<file path="src/rtl/mips_pkg.sv">
// Shared MIPS pipeline definitions: the NOP encoding, the default reset PC
// and the instruction-fetch state encoding.
package mips_pkg;

  localparam logic [31:0] NOP_INST         = 32'h0000_0000;
  localparam logic [31:0] DEFAULT_RESET_PC = 32'h0000_0000;

  typedef enum logic [1:0] {
    FETCH  = 2'd0,
    SQUASH = 2'd1,
    HOLD   = 2'd2
  } fetch_state_e;

endpackage

</file>
<file path="src/rtl/if_fetch_unit.sv">
// Instruction-fetch stage: owns the PC, issues one outstanding imem request at a
// time, and drives registered {npc, inst} into the enable-less IF/ID buffer.
module if_fetch_unit
  import mips_pkg::*;
#(
  parameter logic [31:0] RESET_PC = DEFAULT_RESET_PC
) (
  input  logic        clk,
  input  logic        rst,
  input  logic        stall,
  input  logic        redirect,
  input  logic [31:0] redirect_pc,
  output logic        imem_req,
  output logic [31:0] imem_addr,
  input  logic        imem_ack,
  input  logic [31:0] imem_rdata,
  output logic [31:0] npc,
  output logic [31:0] inst,
  output logic        inst_valid
);

  fetch_state_e state_q, state_d;
  logic [31:0]  pc_q, pc_d;
  logic [31:0]  npc_q, npc_d;
  logic [31:0]  inst_q, inst_d;
  logic         inst_valid_q, inst_valid_d;
  logic [31:0]  hold_inst_q, hold_inst_d;
  logic [31:0]  hold_npc_q, hold_npc_d;
  // Address of a request being drained after a redirect; pc already holds the target.
  logic [31:0]  sq_addr_q, sq_addr_d;
  logic [31:0]  pc_plus4;

  assign pc_plus4   = pc_q + 32'd4;
  assign imem_req   = rst && (state_q != HOLD);
  assign imem_addr  = (state_q == SQUASH) ? sq_addr_q : pc_q;
  assign npc        = npc_q;
  assign inst       = inst_q;
  assign inst_valid = inst_valid_q;

  always_comb begin
    state_d      = state_q;
    pc_d         = pc_q;
    npc_d        = npc_q;
    inst_d       = inst_q;
    inst_valid_d = inst_valid_q;
    hold_inst_d  = hold_inst_q;
    hold_npc_d   = hold_npc_q;
    sq_addr_d    = sq_addr_q;

    if (redirect) begin
      pc_d         = redirect_pc & 32'hFFFF_FFFC;
      npc_d        = 32'h0;
      inst_d       = NOP_INST;
      inst_valid_d = 1'b0;
      hold_inst_d  = 32'h0;
      hold_npc_d   = 32'h0;
      // An unacknowledged request must keep its address until the memory takes it.
      if (state_q != HOLD && !imem_ack) begin
        state_d = SQUASH;
        if (state_q == FETCH) sq_addr_d = pc_q;
      end else begin
        state_d = FETCH;
      end
    end else begin
      unique case (state_q)
        FETCH: begin
          if (stall) begin
            if (imem_ack) begin
              hold_inst_d = imem_rdata;
              hold_npc_d  = pc_plus4;
              pc_d        = pc_plus4;
              state_d     = HOLD;
            end
          end else if (imem_ack) begin
            inst_d       = imem_rdata;
            npc_d        = pc_plus4;
            inst_valid_d = 1'b1;
            pc_d         = pc_plus4;
          end else begin
            inst_d       = NOP_INST;
            npc_d        = 32'h0;
            inst_valid_d = 1'b0;
          end
        end
        SQUASH: begin
          if (imem_ack) state_d = FETCH;
        end
        HOLD: begin
          if (!stall) begin
            inst_d       = hold_inst_q;
            npc_d        = hold_npc_q;
            inst_valid_d = 1'b1;
            state_d      = FETCH;
          end
        end
        default: state_d = FETCH;
      endcase
    end
  end

  always_ff @(posedge clk) begin
    if (!rst) begin
      state_q      <= FETCH;
      pc_q         <= RESET_PC;
      npc_q        <= 32'h0;
      inst_q       <= NOP_INST;
      inst_valid_q <= 1'b0;
      hold_inst_q  <= 32'h0;
      hold_npc_q   <= 32'h0;
      sq_addr_q    <= 32'h0;
    end else begin
      state_q      <= state_d;
      pc_q         <= pc_d;
      npc_q        <= npc_d;
      inst_q       <= inst_d;
      inst_valid_q <= inst_valid_d;
      hold_inst_q  <= hold_inst_d;
      hold_npc_q   <= hold_npc_d;
      sq_addr_q    <= sq_addr_d;
    end
  end

endmodule

</file>
<file path="config.mk">
export PLATFORM = sky130hd
export DESIGN_NAME = if_fetch_unit
export DESIGN_NICKNAME = d
export VERILOG_FILES = /design/src/rtl/mips_pkg.sv /design/src/rtl/if_fetch_unit.sv
export SDC_FILE = /design/constraint.sdc
export NUM_CORES = 1
export LEC_CHECK = 0
export CORE_ASPECT_RATIO = 1.25
export CORE_MARGIN = 5
export CORE_UTILIZATION = 25
export CTS_CLUSTER_SIZE = 28
export DETAILED_ROUTE_END_ITERATION = 10
export PLACE_DENSITY = 0.55
export SYNTH_ARGS = -nofsm -noshare
export SYNTH_HDL_FRONTEND = slang
export SYNTH_SLANG_ARGS = --single-unit
</file>
<file path="constraint.sdc">
create_clock -name clk -period 2.15 [get_ports clk]
set_clock_uncertainty 0.1 [all_clocks]
set_input_delay 0.43 -clock clk [delete_from_list [all_inputs] [get_ports clk]]
set_output_delay 0.43 -clock clk [all_outputs]
set_load 0.02 [all_outputs]
</file>
-- Word-level counts from Yosys, hierarchy flattened
Index checks and enable logic that the tools add are counted.
- input port bits: 69
- bits in registers: 195
- reduce and logical (&&, ||, !) cells: 13
- muxes and demuxes: 23
- bitwise operators: 1
- add/sub/neg operators: 1
- equality and inequality tests: 9
- operator list (cell ; count):
    $mux W32 ; 10
    $pmux W32 S2 ; 2
    $add A32 B3 Y32 const B ; 1
    $ne A3 B3 Y1 const B ; 4
    $mux W2 ; 5
    $reduce_and A3 Y1 ; 3
    $ne A2 B2 Y1 const B ; 3
    $pmux W2 S3 ; 1
    $reduce_bool A2 Y1 ; 3
    $mux W1 ; 4
    $reduce_and A4 Y1 ; 1
    $eq A2 B1 Y1 const B ; 1
    $eq A2 B2 Y1 const B ; 1
    $logic_and A1 B1 Y1 ; 2
    $logic_not A2 Y1 ; 1
    $pmux W1 S2 ; 1
    $reduce_and A2 Y1 ; 1
    $reduce_or A2 Y1 ; 1
    $logic_not A1 Y1 ; 1
    $not A1 Y1 ; 1

-- Depth between registers and ports, before layout
Gate-level depths: netlist of the first run.
- depth in word-level cells: 4
- depth in mapped cells: 8

-- Least setup slack after synthesis of the first run
Ideal clock, no wire load.
- path type: register -> output
- start: reg state_q[0]
- end: out imem_addr[11]
- path slack: -0.159 ns
- cell stages (with the launch flop): 6
- data arrival time: 1.779 ns
- path through: dfxtp_1 clkbuf_1 nor2b_1 clkbuf_1 buf_1 mux2_2
- longest elaborated chain between the ends: 2
- ends and longest elaborated chain (item ; RTL line ; RTL):
    from (decl) ; if_fetch_unit.sv:22 ; fetch_state_e state_q, state_d;
    from (signal assigned) ; if_fetch_unit.sv:112 ; state_q <= state_d;
    $eq A2 B1 Y1 ; if_fetch_unit.sv:35 ; assign imem_addr = (state_q == SQUASH) ? sq_addr_q : pc_q;
    $mux W32 ; if_fetch_unit.sv:35 ;
    to (decl) ; if_fetch_unit.sv:14 ; output logic [31:0] imem_addr,
Every way passes these cells.

-- Final worst setup path of the first run
- start: reg state_q[0]
- end: out imem_addr[5]
Same word-level chain as after synthesis.

==> flow_metrics.tcl, run 1 <==
set metrics [dict create \
    failed_checks "negative setup slack" \
    syn_inst 1092 \
    die_w_um 176.6 \
    ys_ff_latch 187 \
    ant_nets 0 \
    stdcell_count 1751 \
    synthArstFlopShare 0 \
    p_leak_uw 0.004429 \
    drc 0 \
    drt_wl_total_um 28500 \
    grt.overflow.total 0 \
    maxCapViolations 0 \
    drive_gt1_frac 0.1886 \
    total_power_uw 8327 \
    netlist_top_cells_area "dfxtp_1, nand2_1, a21oi_1" \
    worstPathMaxFanout 5 \
    io_buffers 160 \
    worstPathCellList "nor2b_4 -> buf_12 -> buf_8 -> buf_6 -> mux2_4 -> buf_6" \
    via_count 8282 \
    synth_cell_types 48 \
    whs_path_depth 3 \
    rr_worst_depth 7 \
    rsz0062_at_grt "yes" \
    period_share 1.057 \
    start_util 0.2526 \
    clk_pin_slew_worst_paths_ns 0.07 \
    n_antenna_cell 0 \
    synth_common_cells "nand2_1, dfxtp_1, a21oi_1" \
    syn-cell-area_mm2 0.008670 \
    dp_cells 1698 \
    synth_top_area_frac 0.4318 \
    drtPass1Iterations 5 \
    final_nets 1340 \
    synth_warnings 0 \
    drtIter0Drc 444 \
    numCtsBuffers 17 \
    synth_ff_type "dfxtp_1" \
    fmax_mhz 440.0 \
    clockRootBuffer "clkbuf_16" \
    cts.path.max_buffers 2 \
    synth-edff-count 0 \
    cpPeakStageDelay_ns 0.33 \
    min_period_ns 2.273 \
    ioPinCount 167 \
    outcome "finished with violations" \
    utilization 0.3601 \
    grt_pass1_vias 7791 \
    worstHoldStart "imem_ack" \
    pre_cts_ws_ns -0.04927 \
    power.density_mw_per_mm2 673.6 \
    grt_usage 0.1420 \
    drv_slew 0 \
    finalSetupViolCount 26 \
    clock_latency_ns 0.44 \
    rows 76 \
    routed_via_density 4.730 \
    timing.rr.end "npc[18]$_SDFFE_PP0P_" \
    grt_max_degree 68 \
    synth.yosys.seq_area_share 0.4318 \
    arrival_ns 1.74 \
    timing.rr.start "pc_q[2]$_SDFFE_PN0P_" \
    min-delay-path-class "primary input to register" \
    postLayoutSetupSlackWorst_ns -0.1229 \
    max-vdd-ir-drop_mv 0.3786 \
    worst_setup_path_start_kind "register" \
    cp-end-kind "output pin" \
    antenna_found_initial 0 \
    hold_violations 0 \
    die_y_um 218.2 \
    hold-worst-slack_ns 0.3174 \
    core-area_mm2 0.03433 \
    gp_congestion 0.7864 \
    cp_data_required_time_ns 1.62 \
    cp_common_cell "buf_6" \
    critPathKind "register to output pin" \
    grt_pass1_wl_um 43520 \
    cts_tree "done" \
    r2r_slack_ns 0.06 \
    die_area_mm2 0.03853 \
    hpwl_um 19530 \
    cpMaxStageDelayCell "dfxtp_2" \
    synth_area_per_cell_um2 7.939 \
    wl_per_cell_um 16.28 \
    htreeDepth 4 \
    min_to "state_q[0]$_SDFFE_PN0P_" \
    syn_to_final_growth_pct 42.59 \
    yosysTopAreaCell "dfxtp_1" \
    cts_sinks 187 \
    synth.most_common_cell "nand2_1" \
]
per-layer routing:
metal  wire length [um]  global-route usage
met5                  0                   0
met3               1334             0.02958
met4                471             0.04205
met1              13230              0.1913
met2              13460              0.2295
layout make-up:
type / count / area, um^2
Clock inverter: 12 / 138.9
Multi-Input combinational cell: 788 / 4696
Sequential cell: 187 / 3752
Inverter: 6 / 22.52
Clock buffer: 20 / 456.7
Fill cell: 3566 / 21970
Tap cell: 468 / 585.6
Timing Repair Buffer: 270 / 2710
where the power goes:
| part | switching [uW] | total, uW | internal (uW) |
|---|---|---|---|
| Sequential | 87.3 | 3690 | 3600 |
| Combinational | 765 | 1430 | 662 |
| Clock | 1430 | 3210 | 1780 |
| Total | 2280 | 8330 | 6040 |
sequential cells by signal (all words and copies together) (netlist names):
name,flops
sq_addr_q,30
hold_npc_q,30
pc_q,30
inst,32
hold_inst_q,32
npc,30
inst_valid,1
state_q,2
worst max path at each step:
| stage | from | to | slack (ns) | depth (start not counted) |
|---|---|---|---|---|
| 6_report | state_q[0]$_SDFFE_PN0P_ | imem_addr[5] | -0.12 | 6 |
| 3_3_place_gp | state_q[0]$_SDFFE_PN0P_ | imem_addr[29] | -0.05 | 4 |
| 3_5_place_dp | state_q[0]$_SDFFE_PN0P_ | imem_addr[29] | -0.05 | 4 |
| 4_1_cts | state_q[0]$_SDFFE_PN0P_ | imem_addr[30] | -0.24 | 4 |
| 5_1_grt | state_q[0]$_SDFFE_PN0P_ | imem_addr[4] | -0.20 | 6 |
| 2_1_floorplan | state_q[0]$_SDFFE_PN0P_ | imem_addr[11] | 0.08 | 5 |
repair_timing:
item / 4_1_cts / 5_1_grt
endpoints found under the setup margin: 31 / 51
gates cloned: 1 / 1
pin swaps: 0 / 3
hold buffers: 0 / 0
buffers inserted: 8 / 13
gates resized for setup: 159 / 109
layout by cell type (no fill, tap or decap), drive strengths merged, types with 3 or more instances in the layout:
cell type	instances
a211oi	10
a21boi	31
a21oi	99
a311oi	34
a31oi	4
and2	9
and3	3
and4	5
buf	142
clkbuf	21
clkdlybuf4s50	127
clkinvlp	7
conb	4
dfxtp	187
inv	8
mux2	25
nand2	199
nand3	55
nand4	16
nor2	78
nor2b	4
nor3	19
nor3b	3
nor4	13
o211a	9
o211ai	7
o21ai	85
o31a	5
or3	4
xnor2	30
xor2	19
cell families after synthesis:
group,share of synthesized area
and+or+nand+nor,0.2191
AOI/OAI and AO/OA,0.2071
DFF,0.4318
buffers and inverters,0.05816
xor gates and xnor gates,0.04950
muxes,0.03247
adders and majority gates,0.001443
other,0.0004325
worst max-delay path: cells and delay by family, from the launching register on:
kind,cells,cell delay [ns]
and+or+nand+nor,1,0.19
muxes,1,0.30
buffers and inverters,4,0.48
DFF,1,0.33
stage by stage:
stage                     setup TNS (ns)  instance area, um^2
after CTS                         -3.808                11910
after global routing              -4.416                12360
final                             -2.477                12360
after floorplan                        0                 8687
after global placement           -0.4992                11250
after detailed placement         -0.4313                11250
No activity file was read; power rests on OpenSTA's default activity.
==> inputs of run 2 (changes only) <==
--- a/config.mk
+++ b/config.mk
@@ -5,7 +5,6 @@
 export SDC_FILE = /design/constraint.sdc
 export NUM_CORES = 1
 export LEC_CHECK = 0
-export CORE_ASPECT_RATIO = 1.25
 export CORE_MARGIN = 5
 export CORE_UTILIZATION = 25
 export CTS_CLUSTER_SIZE = 28
==> flow_metrics.tcl, run 2 (synthesis results as in run 1) <==
set metrics [dict create \
    p_leak_uw 0.004322 \
    critPathKind "register to output pin" \
    postPlaceCellArea_mm2 0.01115 \
    routed_via_density 4.753 \
    drc 0 \
    hpwl_um 19360 \
    gp_congestion 0.8297 \
    timing.rr.end "npc[29]$_SDFFE_PP0P_" \
    outcome "finished with violations" \
    drv_slew 0 \
    cts.path.max_buffers 2 \
    maxCapViolations 0 \
    rr_worst_depth 7 \
    worstHoldStart "hold_inst_q[10]$_SDFFE_PP0P_" \
    worstMarginPinSlew_ns 0.5350 \
    min-delay-path-class "register to register" \
    die_area_mm2 0.03850 \
    rsz0062_at_grt "yes" \
    clock_latency_ns 0.45 \
    ant_nets 0 \
    core-area_mm2 0.03437 \
    seqCellArea_mm2 0.003754 \
    syn_to_final_growth_pct 39.62 \
    multi_input_area_mm2 0.004692 \
    cp_data_required_time_ns 1.62 \
    arrival_ns 1.73 \
    rows 68 \
    sw_frac_of_total 0.2941 \
    grt.overflow.total 0 \
    htreeDepth 4 \
    die_w_um 196.2 \
    whs_path_depth 2 \
    drtIter0Drc 566 \
    finalSetupViolCount 26 \
    ioPinCount 167 \
    clockRootBuffer "clkbuf_16" \
    fmax_mhz 442.8 \
    cts_tree "done" \
    power.density_mw_per_mm2 674.2 \
    numCtsBuffers 17 \
    timing.rr.start "pc_q[4]$_SDFFE_PN0P_" \
    drtPass1Iterations 5 \
    worstPathMaxFanout 6 \
    total_power_uw 8160 \
    fillers 3553 \
    start_util 0.2522 \
    cp-end-kind "output pin" \
    grt_pass1_vias 7608 \
    design_area_mm2 0.01210 \
    max-vdd-ir-drop_mv 0.6079 \
    grt_pass1_wl_um 43910 \
    final_common_cell "nand2_1" \
    p_seq_frac 0.452 \
    worst_setup_path_start_kind "register" \
    slew_headroom 0.6433 \
    antenna_found_initial 0 \
    via_count 8151 \
    clk_pin_slew_worst_paths_ns 0.08 \
    min_period_ns 2.258 \
    grt_usage 0.1424 \
    p_int_uw 5761 \
    clockPowerShare 0.377 \
    cts_sinks 187 \
    power.switching_uw 2400 \
    hold_violations 0 \
    power_frac_comb 0.171 \
    holdBufCountCts 0 \
    drt_wl_total_um 28690 \
    die_y_um 196.2 \
    final_nets 1317 \
    drive_gt1_frac 0.1683 \
    n_antenna_cell 0 \
    period_share 1.050 \
    io_buffers 160 \
    wl_per_cell_um 16.73 \
    final_cell_mix "nand2_1, dfxtp_1, clkdlybuf4s50_1, a21oi_1, o21ai_0" \
    min_to "hold_inst_q[10]$_SDFFE_PP0P_" \
    grt_max_degree 61 \
    r2r_slack_ns 0.09 \
    postLayoutSetupSlackWorst_ns -0.1084 \
    failed_checks "negative setup slack" \
]
-- run 2: changes by cell type in the layout (fill, tap and decap cells not counted), sizes merged --
cell	before	now
bufinv	2	0
inv	8	16
clkinv	1	2
clkinvlp	7	2
buf	142	117
-- run 2: per-layer routing --
layer / track usage / wire length, um / up-vias
li1: - / - / 4117
met1: 0.2049 / 13870 / 3799
met2: 0.2149 / 12840 / 211
met3: 0.03126 / 1628 / 24
met4: 0.03982 / 354 / 0
met5: 0 / 0 / -
-- run 2: how the worst max path moves through the flow --
stage	startpoint	to	slack, ns	cells past startpoint
floorplan	state_q[0]$_SDFFE_PN0P_	imem_addr[11]	0.08	5
global placement	state_q[0]$_SDFFE_PN0P_	imem_addr[31]	-0.09	4
detailed placement	state_q[0]$_SDFFE_PN0P_	imem_addr[31]	-0.11	4
CTS	state_q[0]$_SDFFE_PN0P_	imem_addr[18]	-0.16	5
global route	state_q[0]$_SDFFE_PN0P_	imem_addr[28]	-0.15	5
finish	state_q[0]$_SDFFE_PN0P_	imem_addr[28]	-0.11	5
-- run 2: cell type report --
class / instances / share of cell area
inverters: 6 / 0.001861
clock inverters: 14 / 0.01023
clock buffers: 18 / 0.03546
repair buffers: 247 / 0.2077
multi-input cells: 788 / 0.3876
flip-flops and latches: 187 / 0.3101
well taps: 455 / 0.04703
-- run 2: stage by stage --
stage / worst slack [ns] / setup TNS [ns] / util / hold WS (ns) / instances
after floorplan: 0.08459 / 0 / - / 0.3364 / 1095
after global placement: -0.09229 / -0.7126 / 0.3243 / 0.3417 / 1676
after detailed placement: -0.1141 / -1.924 / 0.3243 / 0.3465 / 1676
after CTS: -0.1596 / -3.023 / 0.3389 / 0.3563 / 1712
after global routing: -0.1517 / -3.204 / 0.3521 / 0.3673 / 1715
final: -0.1084 / -1.950 / 0.3521 / 0.3549 / 1715
-- run 2: repair_timing --
item | in CTS | in global routing
buffers inserted | 3 | 2
endpoints found under the setup margin | 33 | 56
pin swaps | 0 | 2
cloned | 1 | 3
resized for setup | 148 | 111
-- run 2: power by group through the flow --
stage,clock network [uW],registers (uW),logic [uW]
6_report,3080,3690,1400
3_5_place_dp,0,3760,1310
4_1_cts,3170,3680,1300
2_1_floorplan,0,3790,662
5_1_grt,3310,3700,1510
3_3_place_gp,0,3760,1310
-- run 2: worst max-delay path, stage by stage, from the launching register on --
cell and delay, ns:
dfxtp_2 0.33, nor2b_4 0.15, buf_12 0.16, clkbuf_16 0.17, mux2_4 0.31, buf_6 0.13
==> inputs of run 3 (changes only) <==
--- a/config.mk
+++ b/config.mk
@@ -5,11 +5,14 @@
 export SDC_FILE = /design/constraint.sdc
 export NUM_CORES = 1
 export LEC_CHECK = 0
+export ABC_AREA = 1
 export CORE_MARGIN = 5
 export CORE_UTILIZATION = 25
 export CTS_CLUSTER_SIZE = 28
 export DETAILED_ROUTE_END_ITERATION = 10
+export GPL_ROUTABILITY_DRIVEN = 0
 export PLACE_DENSITY = 0.55
+export SLEW_MARGIN = 20
 export SYNTH_ARGS = -nofsm -noshare
 export SYNTH_HDL_FRONTEND = slang
 export SYNTH_SLANG_ARGS = --single-unit
==> flow_metrics.tcl, run 3 <==
set metrics [dict create \
    worstPathMaxFanout 4 \
    die_w_um 197.4 \
    postPlaceCellArea_mm2 0.01107 \
    tns_ns -0.3300 \
    cp_num_buf_inv 6 \
    slew_headroom 0.5336 \
    fillers 3634 \
    worstMarginPinSlew_ns 0.6995 \
    holdBufCountCts 0 \
    drc 0 \
    final_common_cell "nand2_1" \
    ant_nets 0 \
    stdcell_count 1899 \
    cpMaxStageDelayCell "dfxtp_2" \
    drt_wl_total_um 29480 \
    cts.path.max_buffers 2 \
    dp_cells 1850 \
    critPathKind "register to output pin" \
    worstPathCellList "inv_2 -> nor2_4 -> buf_12 -> buf_12 -> buf_12 -> buf_8 -> o21ai_4 -> buf_6" \
    wl_per_cell_um 15.52 \
    path_delay_family "buffers and inverters" \
    min_period_ns 2.236 \
    cp_common_cell "buf_12" \
    synth_common_cells "nand2_1, dfxtp_1, o21ai_0" \
    htreeDepth 4 \
    power.density_mw_per_mm2 683.9 \
    io_buffers 160 \
    die_area_mm2 0.03898 \
    drtIter0Drc 496 \
    synth-edff-count 0 \
    synth.yosys.seq_area_share 0.4262 \
    max-vdd-ir-drop_mv 0.5987 \
    clock_latency_ns 0.45 \
    synth_warnings 0 \
    drive_gt1_frac 0.1469 \
    p_leak_uw 0.004787 \
    clk_pin_slew_worst_paths_ns 0.07 \
    finalSetupViolCount 10 \
    via_count 8629 \
    synth_cell_types 36 \
    clockRootBuffer "clkbuf_16" \
    failed_checks "negative setup slack" \
    worst_setup_path_start_kind "register" \
    rsz0062_at_grt "yes" \
    postLayoutSetupSlackWorst_ns -0.08556 \
    ys_ff_latch 187 \
    ioPinCount 167 \
    arrival_ns 1.71 \
    netlist_top_cells_area "dfxtp_1, nand2_1, o21ai_0" \
    synthArstFlopShare 0 \
    yosysTopAreaCell "dfxtp_1" \
    numCtsBuffers 17 \
    fmax_mhz 447.3 \
    pre_cts_ws_ns -0.1367 \
    maxCapViolations 0 \
    drtPass1Iterations 8 \
    final_nets 1500 \
    synth_area_per_cell_um2 6.916 \
    cts_sinks 187 \
    core-area_mm2 0.03463 \
    design_area_mm2 0.01215 \
    drv_slew 0 \
    cp_data_required_time_ns 1.62 \
    grt_max_degree 61 \
    grt_pass1_vias 8170 \
    utilization 0.3507 \
    hold_violations 0 \
    syn-cell-area_mm2 0.008783 \
    period_share 1.040 \
    min-delay-path-class "register to register" \
    start_util 0.2536 \
    cpPeakStageDelay_ns 0.33 \
    final_cell_mix "nand2_1, dfxtp_1, inv_1, clkdlybuf4s50_1, a21oi_1" \
    synth_top_area_frac 0.4262 \
    cts_tree "done" \
    synth_ff_type "dfxtp_1" \
    antenna_found_initial 1 \
    outcome "finished with violations" \
    grt_pass1_wl_um 45660 \
    hpwl_um 20130 \
    syn_inst 1270 \
    grt.overflow.total 0 \
    cp-end-kind "output pin" \
    die_y_um 197.4 \
    synth.most_common_cell "nand2_1" \
    syn_to_final_growth_pct 38.28 \
    routed_via_density 4.544 \
    grt_usage 0.1472 \
    rows 68 \
]
==> run 3: cell types whose count changed after synthesis, sizes merged, moves of 31 or more <==
cell,change
a21boi,-31
a21oi,+31
a311oi,-31
a31oi,+38
clkbuf,-43
inv,+132
nand2,+138
nor2,+49
o21ai,+79
==> run 3: repair_timing <==
item / CTS / global route
cloned: 4 / 2
pin swaps: 1 / 5
resized for setup: 170 / 106
buffers inserted: 7 / 7
setup endpoints to repair: 31 / 30
==> run 3: layout make-up <==
cell class              instances  area (um^2)  area share
diodes                          1        2.502   0.0002060
clock buffers                  17        425.4     0.03503
clock inverters                15        171.4     0.01411
inverters                     140        528.0     0.04347
multi-input cells             864         4352      0.3583
flip-flops and latches        187         3746      0.3084
well taps                     455        569.3     0.04687
repair buffers                220         2351      0.1936
==> run 3: worst paths after layout <==
| kind | start | to | slack, ns | depth (start not counted) |
|---|---|---|---|---|
| setup / recovery | state_q[0]$_SDFFE_PN0P_ | imem_addr[27] | -0.09 | 8 |
| setup reg to reg | pc_q[2]$_SDFFE_PN0P_ | pc_q[16]$_SDFFE_PN0P_ | 0.25 | 8 |
| hold / removal | sq_addr_q[7]$_SDFFE_PN0P_ | sq_addr_q[7]$_SDFFE_PN0P_ | 0.35 | 2 |
| hold reg to reg | sq_addr_q[7]$_SDFFE_PN0P_ | sq_addr_q[7]$_SDFFE_PN0P_ | 0.35 | 2 |
==> run 3: cell families after synthesis <==
family,count (synthesis),share of synthesized area
AOI/OAI and AO/OA,342,0.2081
xor gates and xnor gates,15,0.02179
adders and majority gates,1,0.001424
buffers and inverters,222,0.1057
DFF,187,0.4262
other,1,0.0004269
and+or+nand+nor,502,0.2363
==> run 3: where the power goes <==
group	total [uW]	switching, uW	leakage [uW]	internal, uW
sequential	3690	93.8	0.00152	3590
clock	3270	1590	0.000297	1670
combinational	1350	781	0.00297	571
total	8310	2470	0.00479	5840
==> run 3: metrics by stage <==
step,hold slack [ns],power [uW]
finish,0.3529,8306
global route,0.3730,8706
CTS,0.3521,8341
detailed placement,0.3390,5019
global placement,0.3328,5007
floorplan,0.3239,4415
==> run 3: layer usage <==
| metal | wire, um | share of wire | track usage | up-vias |
|---|---|---|---|---|
| met5 | 0 | 0 | 0 | - |
| met1 | 14050 | 0.48 | 0.2054 | 3966 |
| li1 | - | - | - | 4418 |
| met3 | 1812 | 0.061 | 0.03548 | 25 |
| met4 | 422 | 0.014 | 0.03775 | 0 |
| met2 | 13190 | 0.45 | 0.2288 | 220 |
==> run 3: tightest hold or removal path: stages (launching register included) <==
cell     delay (ns)
dfxtp_1        0.30
inv_1          0.06
a21oi_1        0.05
